### src/rtl/ifu_pkg.sv
// ---------------------------------------------------------------------------
// ifu_pkg
// Shared types and constants for the instruction fetch unit.
//   ifu_state_e     : fetch FSM states
//   ifu_entry_t     : one buffered fetch {pc, instr}
//   IFU_RESET_PC    : default first fetch address after reset
//   is_word_aligned : helper used by the optional misaligned-redirect check
// ---------------------------------------------------------------------------
package ifu_pkg;

  localparam logic [31:0] IFU_RESET_PC = 32'h0000_0000;

  typedef enum logic [2:0] {
    IDLE  = 3'd0,
    FETCH = 3'd1,
    WAIT  = 3'd2,
    FLUSH = 3'd3,
    HALT  = 3'd4
  } ifu_state_e;

  typedef struct packed {
    logic [31:0] pc;
    logic [31:0] instr;
  } ifu_entry_t;

  function automatic logic is_word_aligned(input logic [31:0] addr);
    return (addr[1:0] == 2'b00);
  endfunction

endpackage

### src/rtl/ifu_fifo.sv
// ---------------------------------------------------------------------------
// ifu_fifo
// Small synchronous FIFO holding fetched {pc, instr} entries for decode.
// Parameters:
//   DEPTH       : number of entries, power of two, >= 2
// Ports:
//   i_CLK       : clock
//   i_RSTn      : synchronous active-low reset; clears pointers, count, storage
//   i_PUSH      : write i_PUSH_DATA at the tail
//   i_PUSH_DATA : entry to write
//   i_POP       : drop the head entry
//   i_FLUSH     : empty the FIFO (wins over push/pop)
//   o_COUNT     : number of valid entries
//   o_HEAD      : head entry (meaningful only when o_COUNT != 0)
// The caller guarantees no push when full (unless popping) and no pop when
// empty.
// ---------------------------------------------------------------------------
module ifu_fifo
  import ifu_pkg::*;
#(
  parameter int DEPTH = 2
) (
  input  logic                     i_CLK,
  input  logic                     i_RSTn,
  input  logic                     i_PUSH,
  input  ifu_entry_t               i_PUSH_DATA,
  input  logic                     i_POP,
  input  logic                     i_FLUSH,
  output logic [$clog2(DEPTH):0]   o_COUNT,
  output ifu_entry_t               o_HEAD
);

  localparam int PW = $clog2(DEPTH);
  localparam int CW = PW + 1;

  ifu_entry_t      r_mem [DEPTH];
  logic [PW-1:0]   r_wr_ptr;
  logic [PW-1:0]   r_rd_ptr;
  logic [CW-1:0]   r_count;

  always_ff @(posedge i_CLK) begin
    if (!i_RSTn) begin
      // Storage is cleared so the head reads as zero out of reset.
      for (int i = 0; i < DEPTH; i++) begin
        r_mem[i] <= '0;
      end
      r_wr_ptr <= '0;
      r_rd_ptr <= '0;
      r_count  <= '0;
    end else if (i_FLUSH) begin
      r_wr_ptr <= '0;
      r_rd_ptr <= '0;
      r_count  <= '0;
    end else begin
      if (i_PUSH) begin
        r_mem[r_wr_ptr] <= i_PUSH_DATA;
        r_wr_ptr        <= r_wr_ptr + PW'(1);
      end
      if (i_POP) begin
        r_rd_ptr <= r_rd_ptr + PW'(1);
      end
      case ({i_PUSH, i_POP})
        2'b10:   r_count <= r_count + CW'(1);
        2'b01:   r_count <= r_count - CW'(1);
        default: r_count <= r_count;
      endcase
    end
  end

  assign o_COUNT = r_count;
  assign o_HEAD  = r_mem[r_rd_ptr];

endmodule

### src/rtl/instr_fetch.sv
// ---------------------------------------------------------------------------
// instr_fetch
// Instruction fetch unit between decode and the boot ROM instruction port.
// Keeps the fetch PC, issues one outstanding word read at a time, buffers
// returned words with their PCs and hands them to decode. Redirects flush
// everything buffered or in flight.
// Optional feature macro: IFU_ALIGN_CHECK_EN -- misaligned redirect targets
// raise a sticky o_FETCH_FAULT and park the unit in HALT until an aligned
// redirect arrives. Without it, the low two target bits are forced to zero.
// Parameters:
//   RESET_PC, FIFO_DEPTH (power of two, >= 2)
// Ports:
//   i_CLK, i_RSTn      : clock, synchronous active-low reset
//   o_INSTR_REQ        : read request to ROM (registered)
//   o_ADDR_INSTR       : word-aligned fetch address (registered)
//   i_INSTR_GNT        : ROM grant, i_RDATA_INSTR valid this cycle
//   i_RDATA_INSTR      : ROM word
//   o_INSTR_VALID      : head valid for decode
//   o_INSTR, o_PC      : head word and its PC
//   i_INSTR_READY      : decode accepts the head
//   i_REDIRECT         : one-cycle redirect strobe
//   i_REDIRECT_PC      : redirect target
//   o_FETCH_FAULT      : sticky misaligned-redirect fault
//   o_DBG_STATE        : current FSM state, for observation only
//
// Decode handshake: the head transfers on a cycle where o_INSTR_VALID and
// i_INSTR_READY are both high; while o_INSTR_VALID is high and no transfer
// happens, o_INSTR/o_PC hold. o_INSTR_VALID is forced low during a redirect
// so a stale entry can never transfer in the cycle it is being flushed.
// ---------------------------------------------------------------------------
module instr_fetch
  import ifu_pkg::*;
#(
  parameter logic [31:0] RESET_PC   = IFU_RESET_PC,
  parameter int          FIFO_DEPTH = 2
) (
  input  logic        i_CLK,
  input  logic        i_RSTn,
  output logic        o_INSTR_REQ,
  output logic [31:0] o_ADDR_INSTR,
  input  logic        i_INSTR_GNT,
  input  logic [31:0] i_RDATA_INSTR,
  output logic        o_INSTR_VALID,
  output logic [31:0] o_INSTR,
  output logic [31:0] o_PC,
  input  logic        i_INSTR_READY,
  input  logic        i_REDIRECT,
  input  logic [31:0] i_REDIRECT_PC,
  output logic        o_FETCH_FAULT,
  output ifu_state_e  o_DBG_STATE
);

  localparam int            CW      = $clog2(FIFO_DEPTH) + 1;
  localparam logic [CW-1:0] DEPTH_C = CW'(FIFO_DEPTH);

  ifu_state_e    r_state;
  logic          r_req;
  logic [31:0]   r_fetch_pc;

  logic [CW-1:0] w_count;
  logic [CW-1:0] w_cnt_after_push;
  ifu_entry_t    w_head;
  ifu_entry_t    w_push_data;
  logic          w_push;
  logic          w_pop;
  logic          w_valid;
  logic [31:0]   w_redirect_pc;

  // A grant only counts while actively fetching; grants landing in FLUSH,
  // HALT or alongside a redirect belong to an abandoned fetch.
  assign w_push      = (r_state == FETCH) & i_INSTR_GNT & ~i_REDIRECT;
  assign w_valid     = (w_count != '0) & ~i_REDIRECT;
  assign w_pop       = w_valid & i_INSTR_READY;
  assign w_push_data = '{pc: r_fetch_pc, instr: i_RDATA_INSTR};

  // Occupancy once this cycle's grant and any same-cycle pop have settled.
  assign w_cnt_after_push = w_count + CW'(1) - CW'(w_pop);

`ifdef IFU_ALIGN_CHECK_EN
  logic r_fault;

  assign w_redirect_pc = i_REDIRECT_PC;

  always_ff @(posedge i_CLK) begin
    if (!i_RSTn) begin
      r_fault <= 1'b0;
    end else if (i_REDIRECT) begin
      r_fault <= ~is_word_aligned(i_REDIRECT_PC);
    end
  end

  assign o_FETCH_FAULT = r_fault;
`else
  logic w_unused_redirect_lsbs;

  assign w_unused_redirect_lsbs = ^i_REDIRECT_PC[1:0];
  assign w_redirect_pc          = {i_REDIRECT_PC[31:2], 2'b00};
  assign o_FETCH_FAULT          = 1'b0;
`endif

  always_ff @(posedge i_CLK) begin
    if (!i_RSTn) begin
      r_state    <= IDLE;
      r_req      <= 1'b0;
      r_fetch_pc <= RESET_PC;
    end else if (i_REDIRECT) begin
      r_fetch_pc <= w_redirect_pc;
      r_req      <= 1'b0;
`ifdef IFU_ALIGN_CHECK_EN
      r_state    <= is_word_aligned(i_REDIRECT_PC) ? FLUSH : HALT;
`else
      r_state    <= FLUSH;
`endif
    end else begin
      case (r_state)
        IDLE: begin
          r_state <= FETCH;
          r_req   <= 1'b1;
        end
        FETCH: begin
          // Request stays high through the grant cycle; the ROM's no
          // back-to-back-grant rule makes that the next fetch's request.
          if (w_push) begin
            r_fetch_pc <= r_fetch_pc + 32'd4;
            if (w_cnt_after_push < DEPTH_C) begin
              r_state <= FETCH;
              r_req   <= 1'b1;
            end else begin
              r_state <= WAIT;
              r_req   <= 1'b0;
            end
          end
        end
        WAIT: begin
          if (w_count < DEPTH_C) begin
            r_state <= FETCH;
            r_req   <= 1'b1;
          end
        end
        FLUSH: begin
          // One quiet cycle absorbs a grant for the pre-redirect request.
          r_state <= FETCH;
          r_req   <= 1'b1;
        end
`ifdef IFU_ALIGN_CHECK_EN
        HALT: begin
          r_state <= HALT;
          r_req   <= 1'b0;
        end
`endif
        default: begin
          r_state <= IDLE;
          r_req   <= 1'b0;
        end
      endcase
    end
  end

  ifu_fifo #(
    .DEPTH (FIFO_DEPTH)
  ) u_fifo (
    .i_CLK       (i_CLK),
    .i_RSTn      (i_RSTn),
    .i_PUSH      (w_push),
    .i_PUSH_DATA (w_push_data),
    .i_POP       (w_pop),
    .i_FLUSH     (i_REDIRECT),
    .o_COUNT     (w_count),
    .o_HEAD      (w_head)
  );

  assign o_INSTR_REQ   = r_req;
  assign o_ADDR_INSTR  = r_fetch_pc;
  assign o_INSTR_VALID = w_valid;
  assign o_INSTR       = w_head.instr;
  assign o_PC          = w_head.pc;
  assign o_DBG_STATE   = r_state;

endmodule

### config.mk
export PLATFORM = sky130hd
export DESIGN_NAME = instr_fetch
export DESIGN_NICKNAME = d
export VERILOG_FILES = /design/src/rtl/ifu_pkg.sv /design/src/rtl/ifu_fifo.sv /design/src/rtl/instr_fetch.sv
export SDC_FILE = /design/constraint.sdc
export NUM_CORES = 1
export LEC_CHECK = 0
export CORE_MARGIN = 10
export CORE_UTILIZATION = 46
export CTS_CLUSTER_DIAMETER = 60
export DETAILED_ROUTE_END_ITERATION = 6
export PLACE_DENSITY = 0.77
export SLEW_MARGIN = 5
export SYNTH_ARGS = -nofsm -noshare
export SYNTH_HDL_FRONTEND = slang
export SYNTH_HIERARCHICAL = 1
export SYNTH_SLANG_ARGS = --single-unit
### constraint.sdc
create_clock -name i_CLK -period 4.5 [get_ports i_CLK]
set_input_delay 0.45 -clock i_CLK [delete_from_list [all_inputs] [get_ports i_CLK]]
set_output_delay 0.45 -clock i_CLK [all_outputs]
set_load 0.05 [all_outputs]
==> summary.txt <==
Die
  – Die Width: 149 µm
  – Core area: 16400 µm²
  – Die Ht: 149 µm
  – DIE AREA: 22100 µm²
  – Starting Density: 46.5%
  – IO Count: 171
  – Rows: 47

Global routing
  – Largest net degree at the start of global routing: 129
  – First-pass GRT wire length: 29.9 mm
  – Vias in the first global route: 5578
  – Initial antenna violation count: 0
  – Grt ovf: 0
  – Tot GR Track Use: 17.0%

Run status
  – Status: finished clean

Pwr
  – Tot Pwr: 0.00373 W
  – Pwr Density: 371 nW/µm²
  – Leakage: 4.10 nW
  – Worst VDD drop: 0.000266 V

Placed design
  – Dpl cell area: 9420 µm²
  – Final Wtd Congestion: 0.829
  – Pre-CTS setup slack: 1.45 ns
  – Post-DP HPWL: 12.4 mm
  – Buffers on Ports: 164

Finish
  – Ant diodes: 0
  – Final layout net count: 821
  – Area of the multi-input gates: 2820 µm²
  – Commonest non-fill, non-tap cell in the layout: clkdlybuf4s50_1
  – Filler cell count: 1226
  – Fin area: 10000 µm²
  – Share of layout cells above drive strength 1: 7.08%
  – Most frequent cells in the layout: 164 x clkdlybuf4s50_1, 130 x and3_1, 128 x edfxtp_1
  – Reg area: 4610 µm²
  – Area delta synth->final: 31.6%

Logic synthesis
  – Cell Area, Synth: 7630 µm²
  – Syn_area_per_cell: 12.7 µm²
  – Predominant post-synthesis flop cell: edfxtp_1
  – Post-synth EDFFs: 128
  – Syn Inst Count: 601
  – Synthesis warning total: 6
  – Asr flop ratio synth: 0%
  – Seq/Total Area, Yosys: 60.4%
  – Post-synth cell types: 47
  – Number of synthesized register bits: 166

STA
  – Post-route clock period utilization: 70.8%
  – RSZ-0062 raised after global routing: no
  – Slew HR: 13.8%
  – Fmax achieved: 314 MHz
  – Max-slew violation count: 0
  – Final Hold Viols: 0
  – Worst-Margin Slew: 1.29 ns
  – Worst Clk Skew: 0.00652 ns
  – Fin Setup TNS: 0 ns
  – Setup violations, final: 0
  – Hold Slack: 0.545 ns
  – Post-layout min period: 3.19 ns
  – Final worst-path setup slack: 1.31 ns

Setup path
  – CP max-delay cell: clkdlybuf4s50_1
  – Startpoint Class: flip-flop
  – CP Cell Sequence: buf_4 > mux2_1 > clkdlybuf4s50_1
  – CP delay by family, top: buffers and inverters
  – CP bufs+invs: 2
  – Worst Setup End Kind: output port
  – Crit path arrival time: 2.74 ns
  – Critical Path Fanout Max: 55
  – Worst path max stage delay: 0.77 ns
  – Req. time, crit path: 4.05 ns
  – Setup CP Type: reg2out

Drt
  – Post-Route WL: 18.9 mm
  – Post-route ant nets: 0
  – Via density: 5.41
  – 1st-iter DRT viols: 389
  – DRC: 0
  – Vias: 5314
  – WL per Instance: 19.2 µm
  – Drt pass-1 iters: 5

Clocking
  – CTS Root Cell: clkbuf_16
  – TritonCTS clock tree: done
  – Clk sinks: 166
  – Clock buffer depth: 2
  – H-tree levels: 4
  – Worst skew pair latency: 0.42 ns
  – Post-CTS sizing: 0
  – Clock-pin slew on the worst setup and hold paths: 0.07 ns
  – Hold-fix buffers, CTS: 0
  – Post-CTS setup repair buffer count: 0
  – TritonCTS buffer count: 17

Min path
  – Worst Hold Class: reg2reg

Flow run
  – Max Cap Viol: 0
[sequential cells by signal (all words and copies together) (netlist names), named ones only]
register	count
o_ADDR_INSTR	30
o_DBG_STATE	2
o_INSTR_REQ	1
u_fifo/o_COUNT	2
u_fifo/r_mem	128
u_fifo/r_rd_ptr	1
u_fifo/r_wr_ptr	1
[Yosys cell counts, drive strengths merged, types with 9 or more instances]
cell,instances,area share (%)
a21oi,22,1.4
and3,130,11
buf,42,3.0
dfxtp,38,10
edfxtp,128,50
mux2,64,9.4
nand2,15,0.74
nand3,9,0.59
nand4,13,1.3
nor2,14,0.72
nor4,9,1.0
o21ai,28,1.8
xnor2,13,1.5
xor2,16,1.8
[kinds of logic after synthesis]
logic type	Yosys count	synth area share (%)
compound gates	66	5.05
simple gates	220	17.8
flops	166	60.4
other cells	1	0.0492
buf+inv	52	3.48
xor+xnor	29	3.33
mux	65	9.58
fa+ha+maj	2	0.328
[cell type report]
cell class              count  share of cell area, %
inverters                   4                  0.150
flip-flops and latches    166                   45.9
well taps                 220                   2.74
repair buffers            171                   17.0
clock inverters            14                   1.73
clock buffers              18                   4.38
multi-input cells         390                   28.1
[through the flow]
step / util (%) / cells
2_1_floorplan: - / 608
3_3_place_gp: 57.4 / 951
3_5_place_dp: 57.4 / 951
4_1_cts: 61.2 / 983
5_1_grt: 61.2 / 983
6_report: 61.2 / 983
[power breakdown]
group	switching, W	total, W	internal [W]
Sequential	0.0000522	0.00176	0.00171
Clock	0.000598	0.00149	0.000893
Combinational	0.000299	0.000470	0.000171
Total	0.000949	0.00373	0.00278
[per-layer routing]
metal / global-route usage (%) / share of wire, % / vias up
li1: - / - / 2553
met1: 21.5 / 44 / 2554
met2: 27.4 / 47 / 183
met3: 5.43 / 8.1 / 24
met4: 4.86 / 1.0 / 0
met5: 0 / 0 / -
[path summary, 6_finish.rpt]
kind                                                   from                                 to  cells after the start  slack (ns)
worst max-delay path                              flip-flop                           o_PC[16]                      3        1.31
worst min-delay path            o_DBG_STATE[0]$_SDFFE_PN0P_           o_INSTR_REQ$_SDFFE_PP0P_                      1        0.55
worst max register to register  o_DBG_STATE[1]$_SDFFE_PN0P_  u_fifo/r_mem[0][24]$_SDFFCE_PN0P_                      5        2.00
worst min register to register  o_DBG_STATE[0]$_SDFFE_PN0P_           o_INSTR_REQ$_SDFFE_PP0P_                      1        0.55
(Power assumes the default switching activity.)
==> edit (same settings) <==
Build with the macro `IFU_ALIGN_CHECK_EN` defined.
--- a/src/rtl/instr_fetch.sv
+++ b/src/rtl/instr_fetch.sv
@@ -28,6 +28,8 @@
 // happens, o_INSTR/o_PC hold. o_INSTR_VALID is forced low during a redirect
 // so a stale entry can never transfer in the cycle it is being flushed.
 // ---------------------------------------------------------------------------
+`define IFU_ALIGN_CHECK_EN
+
 module instr_fetch
   import ifu_pkg::*;
 #(
Check against the original RTL: not equivalent (Yosys sat finds a counterexample within 4 cycles, from zero or initial values and one cycle with i_RSTn low).
==> edit against the original RTL <==
- sequential cell count up 4
- global-route usage up 0.53 points
- critical path depth down 1
- worst setup slack better by 0.18 ns
- final area up 1.6%
- synthesized area up 1.0%
- total power up 3.4%
- wire length up 5.3%
- critical path type unchanged
==> edit: results (changes against the original RTL) <==
- Final Wtd Congestion: 0.825 (was 0.829)
- Net Switching: 944 uW (was 949 uW)
- Max Fanout on Critical Path: 64 (was 55)
- Mapped Cells: 611 (was 601)
- Top post-synthesis cells by area: sky130_fd_sc_hd__edfxtp_1, sky130_fd_sc_hd__dfxtp_1, sky130_fd_sc_hd__and3_1 (was sky130_fd_sc_hd__edfxtp_1, sky130_fd_sc_hd__and3_1, sky130_fd_sc_hd__dfxtp_1)
- Run status: complete, no violations (unchanged)
- VDD IR-drop max: 0.271 mV (was 0.266 mV)
- Port buffer count: 170 (was 164)
- Number of gates resized after CTS: 0 (unchanged)
- Pin count of the biggest net entering global routing: 79 (was 129)
- TritonCTS buffer count: 17 (unchanged)
- Final net count: 829 (was 821)
- Count of placed standard cells including taps: 959 (was 951)
- Cell area reported after detailed placement: 0.00955 mm2 (was 0.00942 mm2)
- Max-capacitance violation count: 0 (unchanged)
- CP arrival: 2.56 ns (was 2.74 ns)
- Sequential share of power: 46.7% (was 47.4%)
- Most used DFF post-synth: sky130_fd_sc_hd__edfxtp_1 (unchanged)
- Post-CTS clock slew at the launch and capture registers of the worst setup and hold paths: 0.07 ns (about the same)
- Length of routed wiring on met1: 8560 um (was 8280 um)
- Wire length of the first global-routing pass: 31,000 um (was 29,900 um)
- Net Sw Frac: 24.5% (was 25.5%)
- Hold_sp: o_FETCH_FAULT (was o_DBG_STATE[0])
- Register area share after synthesis: 60.8% (was 60.4%)
- Via count of the first global-routing pass: 5,793 (was 5,578)
- Register bank with the most flops: u_fifo/r_mem (unchanged)
- Max Used Layer: met4 (unchanged)
- Comb. pwr: 471 uW (was 470 uW)
- P_leak: 0.00414 uW (was 0.00410 uW)
- Syn Nets: 682
- Cell variety after synth: 48 (was 47)
- Total of fill cells in the finished design: 1,263 (was 1,226)
- Via-to-Cell Ratio: 5.56 (was 5.41)
- Total met2 wirelength after detailed routing: 9680 um (was 8900 um)
- Hold WC Path Type: reg -> reg (unchanged)
- GR Util All Layers: 17.5% (was 17.0%)
- Routed Wire Length: 19,900 um (was 18,900 um)
- Clk_skew: 0.0128 ns (was 0.00652 ns)
- Fraction of layout instances using a drive strength above 1: 6.36% (was 7.08%)
- Worst flop-to-flop path startpoint: o_DBG_STATE[0] (was o_DBG_STATE[1])
- Initial antenna violation count: 0 (unchanged)
- First-pass iteration count of the detailed router: 5 (unchanged)
- Final instance count without filler cells: 991 (was 983)
- WL met3: 1400 um (was 1530 um)
- Most frequent cells after synthesis: sky130_fd_sc_hd__and3_1, sky130_fd_sc_hd__edfxtp_1, sky130_fd_sc_hd__mux2_1 (unchanged)
- Worst setup path class: reg -> out (unchanged)
- Share of flip-flops with an asynchronous set or reset: 0% (unchanged)
- Headroom to the max-slew limit: 13.9% (was 13.8%)
- Violation count after the first detailed-routing iteration: 452 (was 389)
- Post-detailed-placement half-perimeter wirelength: 12,900 um (was 12,400 um)
-- edit: routing by layer --
layer	up-vias	GRT usage [%]
li1	2594	-
met1	2685	21.8
met2	208	28.5
met3	23	5.04
met4	0	5.89
met5	-	0
-- edit: worst paths after layout --
check        slack (ns)                  end  depth (start not counted)
max                1.49              o_PC[2]                          2
min                0.49        o_FETCH_FAULT                          2
max reg2reg        1.78  u_fifo/r_mem[0][10]                          5
min reg2reg        0.49        o_FETCH_FAULT                          2
-- edit: layout make-up --
| type | instances | area (um2) | area share (%) |
|---|---|---|---|
| Clock buffer | 18 | 429 | 4.21 |
| Clock inverter | 14 | 219 | 2.15 |
| Tap cell | 220 | 275 | 2.70 |
| Timing Repair Buffer | 176 | 1760 | 17.3 |
| Multi-Input combinational cell | 387 | 2800 | 27.5 |
| Inverter | 6 | 22.5 | 0.221 |
| Sequential cell | 170 | 4690 | 46.0 |
-- edit: cells by family after synthesis --
| logic type | synth area share [%] |
|---|---|
| compound gates | 5.18 |
| xor+xnor | 3.41 |
| fa+ha+maj | 0.325 |
| buf+inv | 3.31 |
| flops | 60.8 |
| mux | 9.74 |
| simple gates | 17.3 |
-- edit: per-stage QoR --
| stage | worst slack [ns] | util (%) |
|---|---|---|
| after floorplan | 0.999 | - |
| after global placement | 1.46 | 57.8 |
| after detailed placement | 1.33 | 57.8 |
| after CTS | 1.48 | 61.7 |
| after global routing | 1.39 | 61.7 |
| final | 1.49 | 61.7 |
-- edit: critical path, stage by stage (launching register included) --
cell	delay (ns)
sky130_fd_sc_hd__dfxtp_4	0.92
sky130_fd_sc_hd__mux2_1	0.43
sky130_fd_sc_hd__clkdlybuf4s50_1	0.72
